**src/rtl/iroot_pkg.sv**
```systemverilog
// iroot_pkg: shared types and constants for the sequential integer root unit.
// Mode encoding, FSM state type, and the per-mode iteration count and starting shift.
package iroot_pkg;

  localparam logic MODE_SQRT = 1'b0;
  localparam logic MODE_CBRT = 1'b1;

  // Counter and shift widths cover WIDTH up to 32 (at most 16 iterations, shift at most 30).
  localparam int CW = 6;
  localparam int SW = 6;

  typedef enum logic {
    IDLE = 1'b0,
    CALC = 1'b1
  } state_t;

  // One root bit per iteration: sqrt consumes 2-bit groups, cbrt consumes 3-bit groups.
  function automatic int iter_count(input logic m, input int w);
    return (m == MODE_CBRT) ? (w + 2) / 3 : (w + 1) / 2;
  endfunction

  // The shift aligns the trial term with the most significant group of the operand.
  function automatic int init_shift(input logic m, input int w);
    return (m == MODE_CBRT) ? 3 * (iter_count(m, w) - 1) : 2 * (iter_count(m, w) - 1);
  endfunction

endpackage

```
**src/rtl/iroot_if.sv**
```systemverilog
// iroot_if: start/busy/done handshake and data bus of the integer root unit.
// The rem signal exists only when IROOT_REM_EN is defined.
interface iroot_if #(
  parameter int WIDTH = 8
);
  logic             start_c;
  logic             mode;
  logic [WIDTH-1:0] x;
  logic             busy;
  logic             done;
  logic [WIDTH-1:0] result;
`ifdef IROOT_REM_EN
  logic [WIDTH-1:0] rem;
`endif

  modport master (
    output start_c, mode, x,
    input  busy, done, result
`ifdef IROOT_REM_EN
    , rem
`endif
  );

  modport slave (
    input  start_c, mode, x,
    output busy, done, result
`ifdef IROOT_REM_EN
    , rem
`endif
  );
endinterface

```
**src/rtl/iroot_step.sv**
```systemverilog
// iroot_step: one combinational restoring iteration of the digit-by-digit root.
// The trial term is built in a width large enough that it can never wrap; a term
// that does not fit the WIDTH+2 bit residual is simply never subtracted.
module iroot_step
  import iroot_pkg::*;
#(
  parameter int WIDTH = 8
) (
  input  logic [WIDTH+1:0] i_res,
  input  logic [WIDTH-1:0] i_y,
  input  logic [SW-1:0]    i_s,
  input  logic             i_mode,
  output logic [WIDTH+1:0] o_res,
  output logic [WIDTH-1:0] o_y
);

  // y stays below 2^(WIDTH+1) after doubling, so 3y(y+1)+1 shifted by at most
  // WIDTH-1 stays below 2^(3*WIDTH+3).
  localparam int TW = 3 * WIDTH + 4;

  logic [TW-1:0] w_y2;
  logic [TW-1:0] w_base;
  logic [TW-1:0] w_t;
  logic          w_fit;
  logic          w_take;

  // Double y, form the trial term, and subtract it only when it fits and does not exceed r.
  always_comb begin
    w_y2 = TW'(i_y) << 1;
    if (i_mode == MODE_CBRT) begin
      w_base = TW'(3) * w_y2 * (w_y2 + TW'(1)) + TW'(1);
    end else begin
      w_base = (w_y2 << 1) + TW'(1);
    end
    w_t    = w_base << i_s;
    w_fit  = (w_t[TW-1:WIDTH+2] == '0);
    w_take = w_fit && (w_t[WIDTH+1:0] <= i_res);
    o_res  = w_take ? (i_res - w_t[WIDTH+1:0]) : i_res;
    o_y    = w_take ? (w_y2[WIDTH-1:0] + WIDTH'(1)) : w_y2[WIDTH-1:0];
  end

endmodule

```
**src/rtl/iroot_seq.sv**
```systemverilog
// iroot_seq: sequential floor(sqrt(x)) / floor(cbrt(x)), one root bit per cycle.
// Optional remainder output enabled by IROOT_REM_EN.
//
//   state | meaning
//   IDLE  | waiting for start_c; result/rem hold the last completed values
//   CALC  | iterating; busy=1, start_c and operand inputs ignored
module iroot_seq
  import iroot_pkg::*;
#(
  parameter int WIDTH = 8
) (
  input logic   clk_c,
  input logic   rst_c,
  iroot_if.slave bus
);

  localparam int N_SQ = iter_count(MODE_SQRT, WIDTH);
  localparam int N_CB = iter_count(MODE_CBRT, WIDTH);
  localparam int S_SQ = init_shift(MODE_SQRT, WIDTH);
  localparam int S_CB = init_shift(MODE_CBRT, WIDTH);

  state_t           r_state;
  state_t           w_state_nxt;
  logic             w_load;
  logic             w_finish;
  logic [WIDTH+1:0] r_res;
  logic [WIDTH-1:0] r_y;
  logic [SW-1:0]    r_s;
  logic [CW-1:0]    r_cnt;
  logic             r_mode;
  logic [WIDTH+1:0] w_res_nxt;
  logic [WIDTH-1:0] w_y_nxt;
  logic [WIDTH-1:0] r_result;
  logic             r_done;
`ifdef IROOT_REM_EN
  logic [WIDTH-1:0] r_rem;
`endif

  iroot_step #(.WIDTH(WIDTH)) u_step (
    .i_res  (r_res),
    .i_y    (r_y),
    .i_s    (r_s),
    .i_mode (r_mode),
    .o_res  (w_res_nxt),
    .o_y    (w_y_nxt)
  );

  // Next-state decode; the counter holds the number of iterations still to run.
  always_comb begin
    w_state_nxt = r_state;
    w_load      = 1'b0;
    w_finish    = 1'b0;
    unique case (r_state)
      IDLE: begin
        if (bus.start_c) begin
          w_state_nxt = CALC;
          w_load      = 1'b1;
        end
      end
      CALC: begin
        if (r_cnt == CW'(1)) begin
          w_state_nxt = IDLE;
          w_finish    = 1'b1;
        end
      end
      default: w_state_nxt = IDLE;
    endcase
  end

  // State register.
  always_ff @(posedge clk_c or negedge rst_c) begin
    if (!rst_c) begin
      r_state <= IDLE;
    end else begin
      r_state <= w_state_nxt;
    end
  end

  // Working registers: latch the operation on acceptance, then advance one iteration per cycle.
  always_ff @(posedge clk_c or negedge rst_c) begin
    if (!rst_c) begin
      r_res  <= '0;
      r_y    <= '0;
      r_s    <= '0;
      r_cnt  <= '0;
      r_mode <= MODE_SQRT;
    end else if (w_load) begin
      r_res  <= {2'b00, bus.x};
      r_y    <= '0;
      r_mode <= bus.mode;
      r_s    <= (bus.mode == MODE_CBRT) ? SW'(S_CB) : SW'(S_SQ);
      r_cnt  <= (bus.mode == MODE_CBRT) ? CW'(N_CB) : CW'(N_SQ);
    end else if (r_state == CALC) begin
      r_res  <= w_res_nxt;
      r_y    <= w_y_nxt;
      r_s    <= r_s - ((r_mode == MODE_CBRT) ? SW'(3) : SW'(2));
      r_cnt  <= r_cnt - CW'(1);
    end
  end

  // Output registers update only on the final iteration so no partial root is ever visible.
  always_ff @(posedge clk_c or negedge rst_c) begin
    if (!rst_c) begin
      r_done   <= 1'b0;
      r_result <= '0;
`ifdef IROOT_REM_EN
      r_rem    <= '0;
`endif
    end else begin
      r_done <= w_finish;
      if (w_finish) begin
        r_result <= w_y_nxt;
`ifdef IROOT_REM_EN
        r_rem    <= w_res_nxt[WIDTH-1:0];
`endif
      end
    end
  end

  assign bus.busy   = (r_state == CALC);
  assign bus.done   = r_done;
  assign bus.result = r_result;
`ifdef IROOT_REM_EN
  assign bus.rem    = r_rem;
`endif

endmodule
```
**src/flat_wrapper.sv**
```systemverilog
// flat-port wrapper written by rule: the top's interface ports become plain ports
module iroot_seq_flat import iroot_pkg::*;
#(
  parameter int WIDTH = 8
)
  (clk_c, rst_c, bus_start_c, bus_mode, bus_x, bus_busy, bus_done, bus_result);
  iroot_if #(.WIDTH(WIDTH)) bus_i ();
  input logic clk_c;
  input logic rst_c;
  input wire logic [$bits(bus_i.start_c)-1:0] bus_start_c;
  input wire logic [$bits(bus_i.mode)-1:0] bus_mode;
  input wire logic [$bits(bus_i.x)-1:0] bus_x;
  output wire logic [$bits(bus_i.busy)-1:0] bus_busy;
  output wire logic [$bits(bus_i.done)-1:0] bus_done;
  output wire logic [$bits(bus_i.result)-1:0] bus_result;
  assign bus_i.start_c = bus_start_c;
  assign bus_i.mode = bus_mode;
  assign bus_i.x = bus_x;
  assign bus_busy = bus_i.busy;
  assign bus_done = bus_i.done;
  assign bus_result = bus_i.result;
  iroot_seq #(.WIDTH(WIDTH)) u_core (.clk_c(clk_c), .rst_c(rst_c), .bus(bus_i));
endmodule
```
**config.mk**
```make
export PLATFORM = sky130hd
export DESIGN_NAME = iroot_seq_flat
export DESIGN_NICKNAME = d
export VERILOG_FILES = /design/src/rtl/iroot_pkg.sv /design/src/rtl/iroot_if.sv /design/src/rtl/iroot_step.sv /design/src/rtl/iroot_seq.sv /design/src/flat_wrapper.sv
export SDC_FILE = /design/constraint.sdc
export NUM_CORES = 1
export LEC_CHECK = 0
export CAP_MARGIN = 10
export CORE_ASPECT_RATIO = 1.1
export CORE_MARGIN = 2
export CORE_UTILIZATION = 25
export DETAILED_ROUTE_END_ITERATION = 10
export HOLD_SLACK_MARGIN = 0.15
export PLACE_DENSITY = 0.51
export SLEW_MARGIN = 20
export SYNTH_ARGS = -nofsm -noshare
export SYNTH_HDL_FRONTEND = slang
export SYNTH_SLANG_ARGS = --single-unit
```
**constraint.sdc**
```tcl
create_clock -name clk_c -period 9.9 [get_ports clk_c]
set_input_delay 1.98 -clock clk_c [delete_from_list [all_inputs] [get_ports clk_c]]
set_output_delay 1.98 -clock clk_c [all_outputs]
set_load 0.01 [all_outputs]
```
==> impl_results.html, run 1 <==
<table>
<tr><th>Metric</th><th>Value</th></tr>
<tr><th colspan="2">Timing</th></tr>
<tr><td>Peak Freq</td><td>about 110 MHz</td></tr>
<tr><td>Setup TNS</td><td>0 ns</td></tr>
<tr><td>Post-route clock period utilization</td><td>around 93%</td></tr>
<tr><td>Post-Route Skew</td><td>around 0.0063 ns</td></tr>
<tr><td>Worst slew margin relative to its limit</td><td>33.5%</td></tr>
<tr><td>Number of pins with negative max-slew slack in the final report</td><td>0</td></tr>
<tr><td>Transition time at the pin with the least slew margin</td><td>approximately 1 ns</td></tr>
<tr><td>Final worst-path setup slack</td><td>0.704 ns</td></tr>
<tr><td>Final setup violation count</td><td>0</td></tr>
<tr><td>Setup repair after global routing missed its margin</td><td>no</td></tr>
<tr><td>Number of failing hold endpoints at the final stage</td><td>0</td></tr>
<tr><td>Minimum clock period</td><td>9.20 ns</td></tr>
<tr><th colspan="2">Clock network</th></tr>
<tr><td>Longest Clk Path Bufs</td><td>2</td></tr>
<tr><td>Clock tree from TritonCTS</td><td>built</td></tr>
<tr><td>Clock latency on the worst-skew pair</td><td>around 0.3 ns</td></tr>
<tr><td>TritonCTS Buffers</td><td>5</td></tr>
<tr><td>CTS sink cnt</td><td>41</td></tr>
<tr><td>CTS HTree Levels</td><td>2</td></tr>
<tr><td>Clock transition time at the flip-flop clock pins of the worst setup and hold paths</td><td>approximately 0.07 ns</td></tr>
<tr><td>CTS Root Buffer Type</td><td>clkbuf_16</td></tr>
<tr><td>Number of buffers inserted by hold repair at cts</td><td>0</td></tr>
<tr><th colspan="2">Setup path</th></tr>
<tr><td>Maximum fanout along the worst path</td><td>14</td></tr>
<tr><td>Critical Setup Path Class</td><td>flop to flop</td></tr>
<tr><td>WP data arrival</td><td>between 9 and 10 ns</td></tr>
<tr><td>Req. time, crit path</td><td>a little over 10 ns</td></tr>
<tr><td>Cell with the largest stage delay on the worst path</td><td>dfrtp_1</td></tr>
<tr><td>CP Capture Type</td><td>flop</td></tr>
<tr><td>Most prevalent standard cell on the critical path</td><td>fa_1</td></tr>
<tr><td>Startpoint class of the critical path</td><td>flop</td></tr>
<tr><td>Worst path max stage delay</td><td>approximately 0.69 ns</td></tr>
<tr><th colspan="2">Floorplan</th></tr>
<tr><td>Die height</td><td>185 um</td></tr>
<tr><td>Horizontal extent of the die</td><td>169 um</td></tr>
<tr><td>Num ports</td><td>22</td></tr>
<tr><td>Std cell rows</td><td>66</td></tr>
<tr><td>Starting Density</td><td>approximately a quarter</td></tr>
<tr><td>Core region area</td><td>about 29000 um^2</td></tr>
<tr><td>Die Area</td><td>between 30000 and 40000 um^2</td></tr>
<tr><th colspan="2">Yosys</th></tr>
<tr><td>Mux cell area share after synthesis</td><td>between 2 and 3%</td></tr>
<tr><td>Synthesized net count</td><td>approximately 1100</td></tr>
<tr><td>Post-synth top area share</td><td>between 10 and 15%</td></tr>
<tr><td>Mapped Cells</td><td>about 940</td></tr>
<tr><td>Most area-consuming cells after synthesis</td><td>fa_1, ha_1, dfrtp_1</td></tr>
<tr><td>Mapped cell area</td><td>between 7000 and 8000 um^2</td></tr>
<tr><td>Largest area contributor in the netlist</td><td>fa_1</td></tr>
<tr><td>Dominant combinational cell family by area after synthesis</td><td>adder cells</td></tr>
<tr><td>Synth Area in XOR/XNOR</td><td>between 2 and 2.5%</td></tr>
<tr><td>Post-Synth Simple-Gate Area</td><td>between 20% and 30%</td></tr>
<tr><td>Number of synthesis warnings</td><td>0</td></tr>
<tr><td>Adder and majority cell fraction of the synthesized area</td><td>between 20% and 30%</td></tr>
<tr><td>Number of enable-type register cells in the synthesized netlist</td><td>0</td></tr>
<tr><td>Most common cell in the synthesized netlist</td><td>nand2_1</td></tr>
<tr><td>Dominant synthesized flop cell</td><td>dfrtp_1</td></tr>
<tr><td>Count of state elements after synthesis</td><td>just over 40</td></tr>
<tr><td>Compound-Gate Fraction of Synth Area</td><td>between 20% and 30%</td></tr>
<tr><td>Proportion of synthesized chip area in sequential cells</td><td>13.7%</td></tr>
<tr><td>Synthesized area per cell</td><td>7.97 um^2</td></tr>
<tr><td>Most frequent cells after synthesis</td><td>nand2_1, inv_1, ha_1</td></tr>
<tr><td>Distinct cells, synth</td><td>between 70 and 80</td></tr>
<tr><td>FFs w/ async S/R, synth</td><td>between 90% and 100%</td></tr>
<tr><th colspan="2">Global route</th></tr>
<tr><td>Busiest grt layer</td><td>met2</td></tr>
<tr><td>Grt ovf</td><td>0</td></tr>
<tr><td>Routing usage on met2</td><td>between 20% and 30%</td></tr>
<tr><td>Met3 GRT Util</td><td>under 10%</td></tr>
<tr><td>First-pass GRT wire length</td><td>36300 um</td></tr>
<tr><td>Antenna violations before repair</td><td>0</td></tr>
<tr><td>Global Route Usage Sum</td><td>14.4%</td></tr>
<tr><td>Maximum number of pins on one net before global-route repair</td><td>55</td></tr>
<tr><td>Vias in the first global route</td><td>6830</td></tr>
<tr><td>Global-route met1 utilization</td><td>18.9%</td></tr>
<tr><th colspan="2">Place</th></tr>
<tr><td>Number of port buffers</td><td>21</td></tr>
<tr><td>Worst slack, placed</td><td>approximately 0.63 ns</td></tr>
<tr><td>Placed wire-length estimate after detailed placement</td><td>around 17000 um</td></tr>
<tr><td>Routability-driven placement congestion ratio</td><td>roughly 0.84</td></tr>
<tr><th colspan="2">Final layout</th></tr>
<tr><td>Net count, final</td><td>approximately 1100</td></tr>
<tr><td>Area added between synthesis and finish</td><td>8.65%</td></tr>
<tr><td>Layout fillers</td><td>approximately 3200</td></tr>
<tr><td>Area taken by multi-input logic gates</td><td>between 5000 and 6000 um^2</td></tr>
<tr><td>Footprint of the flip-flops and latches</td><td>around 1000 um^2</td></tr>
<tr><td>Share of post-route cells with drive strength above 1</td><td>4.31%</td></tr>
<tr><td>Antenna fix cells</td><td>0</td></tr>
<tr><th colspan="2">Route</th></tr>
<tr><td>Number of antenna-violating nets in the routed design</td><td>0</td></tr>
<tr><td>Routed WL per cell</td><td>roughly 17 um</td></tr>
<tr><td>Post-route DRC violation count</td><td>0</td></tr>
<tr><td>Detailed Routing Iterations Pass 1</td><td>5</td></tr>
<tr><td>Via-to-Cell Ratio</td><td>~5.2</td></tr>
<tr><td>Total Routed Length</td><td>21700 um</td></tr>
<tr><td>DRT iter0 DRCs</td><td>about 450</td></tr>
<tr><td>DR vias</td><td>just under 7000</td></tr>
<tr><th colspan="2">Outcome</th></tr>
<tr><td>Run status</td><td>finished, final reports clean</td></tr>
<tr><th colspan="2">Min path</th></tr>
<tr><td>Worst Hold Class</td><td>flop to flop</td></tr>
<tr><th colspan="2">Run</th></tr>
<tr><td>Max-cap violations</td><td>0</td></tr>
</table>
[routing by layer]
layer,part of all wire [%],wire length (um),vias to the layer above
li1,-,-,3287
met1,46,9970,3279
met2,48,10400,152
met3,3.7,799,34
met4,2.6,571,0
met5,0,0,-
[sequential cells by signal, indices dropped and copies added (netlist names)]
signal,cells
u_core.bus.result,8
u_core.r_s,6
u_core.bus.done,1
u_core.r_cnt,6
u_core.r_res,10
u_core.r_y,8
u_core.r_mode,1
u_core.bus.busy,1
[final timing paths]
check	from	to	slack (ns)	cells past startpoint
worst min register to register	u_core.bus.result[5]	u_core.bus.result[5]	0.47	2
worst min-delay path	u_core.bus.result[5]	u_core.bus.result[5]	0.47	2
min in group asynchronous	rst_c	u_core.r_res[7]	1.66	1
worst max-delay path	u_core.r_y[1]	u_core.r_res[1]	0.70	28
max in group asynchronous	rst_c	u_core.bus.result[6]	7.82	1
worst max register to register	u_core.r_y[1]	u_core.r_res[1]	0.70	28
[layout make-up]
| type | count | area share (%) |
|---|---|---|
| Clock buffer | 6 | 1.59 |
| Clock inverter | 2 | 0.478 |
| Inverter | 106 | 4.92 |
| Multi-Input combinational cell | 737 | 70.7 |
| Sequential cell | 41 | 12.6 |
| Tap cell | 374 | 5.77 |
| Timing Repair Buffer | 36 | 3.95 |
[kinds of logic after synthesis]
logic type / Yosys count
flip-flops: 41
XOR/XNOR: 21
multiplexers: 17
AO/OA/AOI/OAI: 238
adder cells (fa/ha/maj): 138
AND/OR/NAND/NOR: 323
buffers and inverters: 159
[cells in the final DEF, fill, tap and decap left out, types with 11 or more instances in the layout]
cell,instances
nand2_1,130
inv_1,101
ha_1,83
fa_1,55
a21oi_1,54
o21ai_0,49
nor2_1,45
dfrtp_1,41
nor3_1,24
and2_1,22
nand3_1,21
clkdlybuf4s50_1,20
a211oi_1,18
nor2b_1,17
buf_4,16
a21o_1,15
mux2i_1,14
xnor2_1,13
o31ai_1,12
nand4_1,11
o211ai_1,11
[through the flow]
| step | hold WS [ns] | utilization, % | cell area, um^2 | instances |
|---|---|---|---|---|
| 3_3_place_gp | 0.457 | 26.9 | 7930 | 1294 |
| 4_1_cts | 0.473 | 27.5 | 8100 | 1302 |
| 5_1_grt | 0.499 | 27.5 | 8110 | 1302 |
| 3_5_place_dp | 0.462 | 26.9 | 7930 | 1294 |
| 6_report | 0.473 | 27.5 | 8110 | 1302 |
| 2_1_floorplan | 0.437 | - | 7470 | 937 |
[worst max-delay path, delay by kind of cell (launching register included)]
kind,cells,cell delay (ns)
AOI/OAI and AO/OA,7,1.93
xor gates and xnor gates,1,0.20
adders and majority gates,8,3.72
buffers and inverters,4,0.23
DFF,1,0.69
and+or+nand+nor,8,2.32
[timing repair]
item                                    in CTS  in global routing
endpoints found under the setup margin       0                 12
endpoints found under the hold margin        0                  0
setup buffers                                0                  0
gates resized for setup                      0                  2
Power of run 1 is left out: the tool's default activity adds up to more than one toggle a clock period on the data nets, which glitch-free logic cannot reach.
==> inputs of run 2 (changes only) <==
ABC_AREA = 1   (was unset)
==> impl_results.html, run 2 <==
<table>
<tr><th>Metric</th><th>Value</th></tr>
<tr><th colspan="2">Clock network</th></tr>
<tr><td>TritonCTS Buffers</td><td>5 (unchanged)</td></tr>
<tr><td>Clock latency on the worst-skew pair</td><td>0.29 ns (was 0.30 ns)</td></tr>
<tr><td># resized after CTS</td><td>0 (unchanged)</td></tr>
<tr><td>Clock transition time at the flip-flop clock pins of the worst setup and hold paths</td><td>0.07 ns (about the same)</td></tr>
<tr><td>Longest Clk Path Bufs</td><td>2 (unchanged)</td></tr>
<tr><td>Post-CTS setup repair buffer count</td><td>0 (unchanged)</td></tr>
<tr><td>Number of buffers inserted by hold repair at cts</td><td>0 (unchanged)</td></tr>
<tr><td>Clock tree from TritonCTS</td><td>built (unchanged)</td></tr>
<tr><td>CTS HTree Levels</td><td>2 (unchanged)</td></tr>
<tr><td>CTS sink cnt</td><td>41 (unchanged)</td></tr>
<tr><td>CTS Root Buffer Type</td><td>clkbuf_16 (unchanged)</td></tr>
<tr><th colspan="2">Global route</th></tr>
<tr><td>Global Route Usage Sum</td><td>13.3% (was 14.4%)</td></tr>
<tr><td>Grt ovf</td><td>0 (unchanged)</td></tr>
<tr><td>First-pass GRT wire length</td><td>31500 um (was 36300 um)</td></tr>
<tr><td>Antenna violations before repair</td><td>0 (unchanged)</td></tr>
<tr><td>Vias in the first global route</td><td>6383 (was 6830)</td></tr>
<tr><td>Maximum number of pins on one net before global-route repair</td><td>42 (was 55)</td></tr>
<tr><th colspan="2">Setup path</th></tr>
<tr><td>Worst flop-to-flop path endpoint</td><td>u_core.r_res[2] (was u_core.r_res[1])</td></tr>
<tr><td>Req. time, crit path</td><td>10.13 ns (about the same)</td></tr>
<tr><td>Worst path max stage delay</td><td>0.61 ns (was 0.69 ns)</td></tr>
<tr><td>Maximum fanout along the worst path</td><td>13 (was 14)</td></tr>
<tr><td>Startpoint class of the critical path</td><td>flop (unchanged)</td></tr>
<tr><td>CP Capture Type</td><td>flop (unchanged)</td></tr>
<tr><td>Most prevalent standard cell on the critical path</td><td>nand2_1 (was fa_1)</td></tr>
<tr><td>Cell with the largest stage delay on the worst path</td><td>dfrtp_1 (unchanged)</td></tr>
<tr><td>Logic depth of the worst register-to-register path</td><td>36 (was 28)</td></tr>
<tr><td>Critical Setup Path Class</td><td>flop to flop (unchanged)</td></tr>
<tr><td>Critical R2R Launch</td><td>u_core.r_y[1] (unchanged)</td></tr>
<tr><td>WP data arrival</td><td>8.78 ns (was 9.43 ns)</td></tr>
<tr><td>Reg-to-reg setup timing slack</td><td>1.35 ns (was 0.70 ns)</td></tr>
<tr><th colspan="2">Route</th></tr>
<tr><td>DRT iter0 DRCs</td><td>487 (was 445)</td></tr>
<tr><td>Number of antenna-violating nets in the routed design</td><td>0 (unchanged)</td></tr>
<tr><td>DR vias</td><td>6306 (was 6752)</td></tr>
<tr><td>Total Routed Length</td><td>18500 um (was 21700 um)</td></tr>
<tr><td>Detailed Routing Iterations Pass 1</td><td>5 (unchanged)</td></tr>
<tr><td>Routed WL per cell</td><td>13.2 um (was 16.7 um)</td></tr>
<tr><td>Post-route DRC violation count</td><td>0 (unchanged)</td></tr>
<tr><td>Via-to-Cell Ratio</td><td>4.49 (was 5.19)</td></tr>
<tr><th colspan="2">Min path</th></tr>
<tr><td>Hold Path Cell Cnt</td><td>2 (unchanged)</td></tr>
<tr><td>End point of the most critical hold path</td><td>u_core.bus.result[4] (was u_core.bus.result[5])</td></tr>
<tr><td>Worst hold path startpoint</td><td>u_core.bus.result[4] (was u_core.bus.result[5])</td></tr>
<tr><td>Worst Hold Class</td><td>flop to flop (unchanged)</td></tr>
<tr><th colspan="2">Timing</th></tr>
<tr><td>Number of failing hold endpoints at the final stage</td><td>0 (unchanged)</td></tr>
<tr><td>Setup TNS</td><td>0 ns (unchanged)</td></tr>
<tr><td>Post-route clock period utilization</td><td>86.3% (was 92.9%)</td></tr>
<tr><td>Worst slew margin relative to its limit</td><td>39.8% (was 33.5%)</td></tr>
<tr><td>Final setup violation count</td><td>0 (unchanged)</td></tr>
<tr><td>Setup repair after global routing missed its margin</td><td>no (unchanged)</td></tr>
<tr><td>Transition time at the pin with the least slew margin</td><td>0.901 ns (was 0.997 ns)</td></tr>
<tr><td>Number of pins with negative max-slew slack in the final report</td><td>0 (unchanged)</td></tr>
<tr><td>Minimum clock period</td><td>8.55 ns (was 9.20 ns)</td></tr>
<tr><td>Peak Freq</td><td>117 MHz (was 109 MHz)</td></tr>
<tr><td>Post-Route Skew</td><td>0.00386 ns (was 0.00632 ns)</td></tr>
<tr><th colspan="2">Final layout</th></tr>
<tr><td>Layout fillers</td><td>3097 (was 3167)</td></tr>
<tr><td>Net count, final</td><td>1190 (was 1077)</td></tr>
<tr><td>Antenna fix cells</td><td>0 (unchanged)</td></tr>
<tr><td>Share of post-route cells with drive strength above 1</td><td>5.67% (was 4.31%)</td></tr>
<tr><td>Post-route insts no fill</td><td>1404 (was 1302)</td></tr>
<tr><td>Leading cell type in the layout, fill and taps excluded</td><td>nand2_1 (unchanged)</td></tr>
<tr><td>Largest register FFs</td><td>10 (unchanged)</td></tr>
<tr><td>Most frequent cells in the layout</td><td>nand2_1, inv_1, nand3_1 (was nand2_1, inv_1, ha_1)</td></tr>
<tr><td>Top register by number of flip-flops</td><td>u_core.r_res (unchanged)</td></tr>
<tr><td>Area added between synthesis and finish</td><td>9.95% (was 8.65%)</td></tr>
<tr><th colspan="2">Floorplan</th></tr>
<tr><td>Core region area</td><td>27600 um^2 (was 29500 um^2)</td></tr>
<tr><td>Std cell rows</td><td>64 (was 66)</td></tr>
<tr><td>Horizontal extent of the die</td><td>163 um (was 169 um)</td></tr>
<tr><td>Starting Density</td><td>25.3% (about the same)</td></tr>
<tr><td>Die Area</td><td>29300 um^2 (was 31300 um^2)</td></tr>
<tr><td>Die height</td><td>179 um (was 185 um)</td></tr>
<tr><td>Num ports</td><td>22 (unchanged)</td></tr>
<tr><th colspan="2">Yosys</th></tr>
<tr><td>Number of enable-type register cells in the synthesized netlist</td><td>0 (unchanged)</td></tr>
<tr><td>Proportion of synthesized chip area in sequential cells</td><td>14.7% (was 13.7%)</td></tr>
<tr><td>Number of synthesis warnings</td><td>0 (unchanged)</td></tr>
<tr><td>Synthesized area per cell</td><td>6.73 um^2 (was 7.97 um^2)</td></tr>
<tr><td>Synthesized net count</td><td>1188 (was 1087)</td></tr>
<tr><td>Largest area contributor in the netlist</td><td>fa_1 (unchanged)</td></tr>
<tr><td>Mapped cell area</td><td>6990 um^2 (was 7470 um^2)</td></tr>
<tr><td>FFs w/ async S/R, synth</td><td>100% (unchanged)</td></tr>
<tr><td>Distinct cells, synth</td><td>42 (was 77)</td></tr>
<tr><td>Count of state elements after synthesis</td><td>41 (unchanged)</td></tr>
<tr><td>Most frequent cells after synthesis</td><td>nand2_1, inv_1, nand3_1 (was nand2_1, inv_1, ha_1)</td></tr>
<tr><td>Most common cell in the synthesized netlist</td><td>nand2_1 (unchanged)</td></tr>
<tr><td>Dominant synthesized flop cell</td><td>dfrtp_1 (unchanged)</td></tr>
<tr><td>Mapped Cells</td><td>1038 (was 937)</td></tr>
<tr><td>Most area-consuming cells after synthesis</td><td>fa_1, nand2_1, ha_1 (was fa_1, ha_1, dfrtp_1)</td></tr>
<tr><td>Post-synth top area share</td><td>15.8% (was 14.7%)</td></tr>
<tr><th colspan="2">Outcome</th></tr>
<tr><td>Run status</td><td>finished, final reports clean (unchanged)</td></tr>
<tr><th colspan="2">Pwr</th></tr>
<tr><td>Power density over the cells</td><td>roughly 300 nW/um^2</td></tr>
<tr><td>Post-layout power</td><td>around 2300 uW</td></tr>
<tr><td>P_leak</td><td>0.00405 uW</td></tr>
<tr><td>Max IR drop VDD</td><td>between 0.0001 and 0.00015 V</td></tr>
<tr><th colspan="2">Place</th></tr>
<tr><td>Routability-driven placement congestion ratio</td><td>0.879 (was 0.844)</td></tr>
<tr><td>Placed wire-length estimate after detailed placement</td><td>15200 um (was 16900 um)</td></tr>
<tr><td>Number of placed instances with taps included</td><td>1396 (was 1294)</td></tr>
<tr><td>Number of port buffers</td><td>21 (unchanged)</td></tr>
<tr><th colspan="2">Run</th></tr>
<tr><td>Max-cap violations</td><td>0 (unchanged)</td></tr>
</table>
==> run 2: cell count changes after synthesis, sizes merged, moves of 18 or more <==
| cell | change |
|---|---|
| nand2 | +169 |
| nand3 | +88 |
| inv | +80 |
| nor2 | +50 |
| a21oi | -34 |
| clkbuf | -27 |
| and2 | -19 |
| nor3 | -18 |
==> run 2: where the power goes <==
group          internal (uW)  switching (uW)  total [uW]
Sequential               240            92.4         332
Clock                   92.8            75.9         169
Combinational            632            1130        1760
==> run 2: worst max-delay path, delay by kind of cell, from the launching register on <==
family	cells	cell delay [ns]
adders and majority gates	7	3.40
and+or+nand+nor	21	2.62
AOI/OAI and AO/OA	3	0.67
DFF	1	0.61
xor gates and xnor gates	1	0.58
buffers and inverters	4	0.57
==> run 2: layout make-up <==
type	instances	area [um^2]	area share, %
clock buffers	5	125	1.63
inverters	185	694	9.04
repair buffers	27	253	3.29
well taps	363	454	5.91
multi-input cells	780	5110	66.6
flip-flops and latches	41	1030	13.4
clock inverters	3	17.5	0.228
==> run 2: worst max-delay path by stage <==
| stage | startpoint | endpoint | slack [ns] |
|---|---|---|---|
| after floorplan | u_core.r_y[1] | u_core.r_y[0] | 2.87 |
| after global placement | u_core.r_y[1] | u_core.r_res[1] | 1.42 |
| after detailed placement | u_core.r_y[1] | u_core.r_res[2] | 1.34 |
| after CTS | u_core.r_y[1] | u_core.r_res[2] | 1.32 |
| after global routing | u_core.r_y[1] | u_core.r_res[2] | 0.56 |
| final | u_core.r_y[1] | u_core.r_res[2] | 1.35 |
==> run 2: kinds of logic (layout without fill, tap and decap cells) <==
group	Yosys count	after routing	share of synthesized area [%]
muxes	1	1	0.143
DFF	41	41	14.7
xor gates and xnor gates	10	10	1.25
and+or+nand+nor	535	535	33.4
buffers and inverters	217	220	12.1
AOI/OAI and AO/OA	96	96	7.73
adders and majority gates	138	138	30.6
==> run 2: through the flow <==
step | instance area [um^2] | setup slack, ns | hold slack (ns) | utilization (%)
after floorplan | 6990 | 2.87 | 0.459 | -
after global placement | 7540 | 1.42 | 0.470 | 27.3
after detailed placement | 7540 | 1.34 | 0.473 | 27.3
after CTS | 7680 | 1.32 | 0.489 | 27.8
after global routing | 7680 | 0.561 | 0.516 | 27.8
final | 7680 | 1.35 | 0.487 | 27.8
==> run 2: metal layers <==
metal	wire length, um	global-route usage (%)
met1	9190	18.3
met2	8450	22.6
met3	537	1.10
met4	359	3.24
met5	0	0
Note: power is estimated with default switching activity, not from simulation.
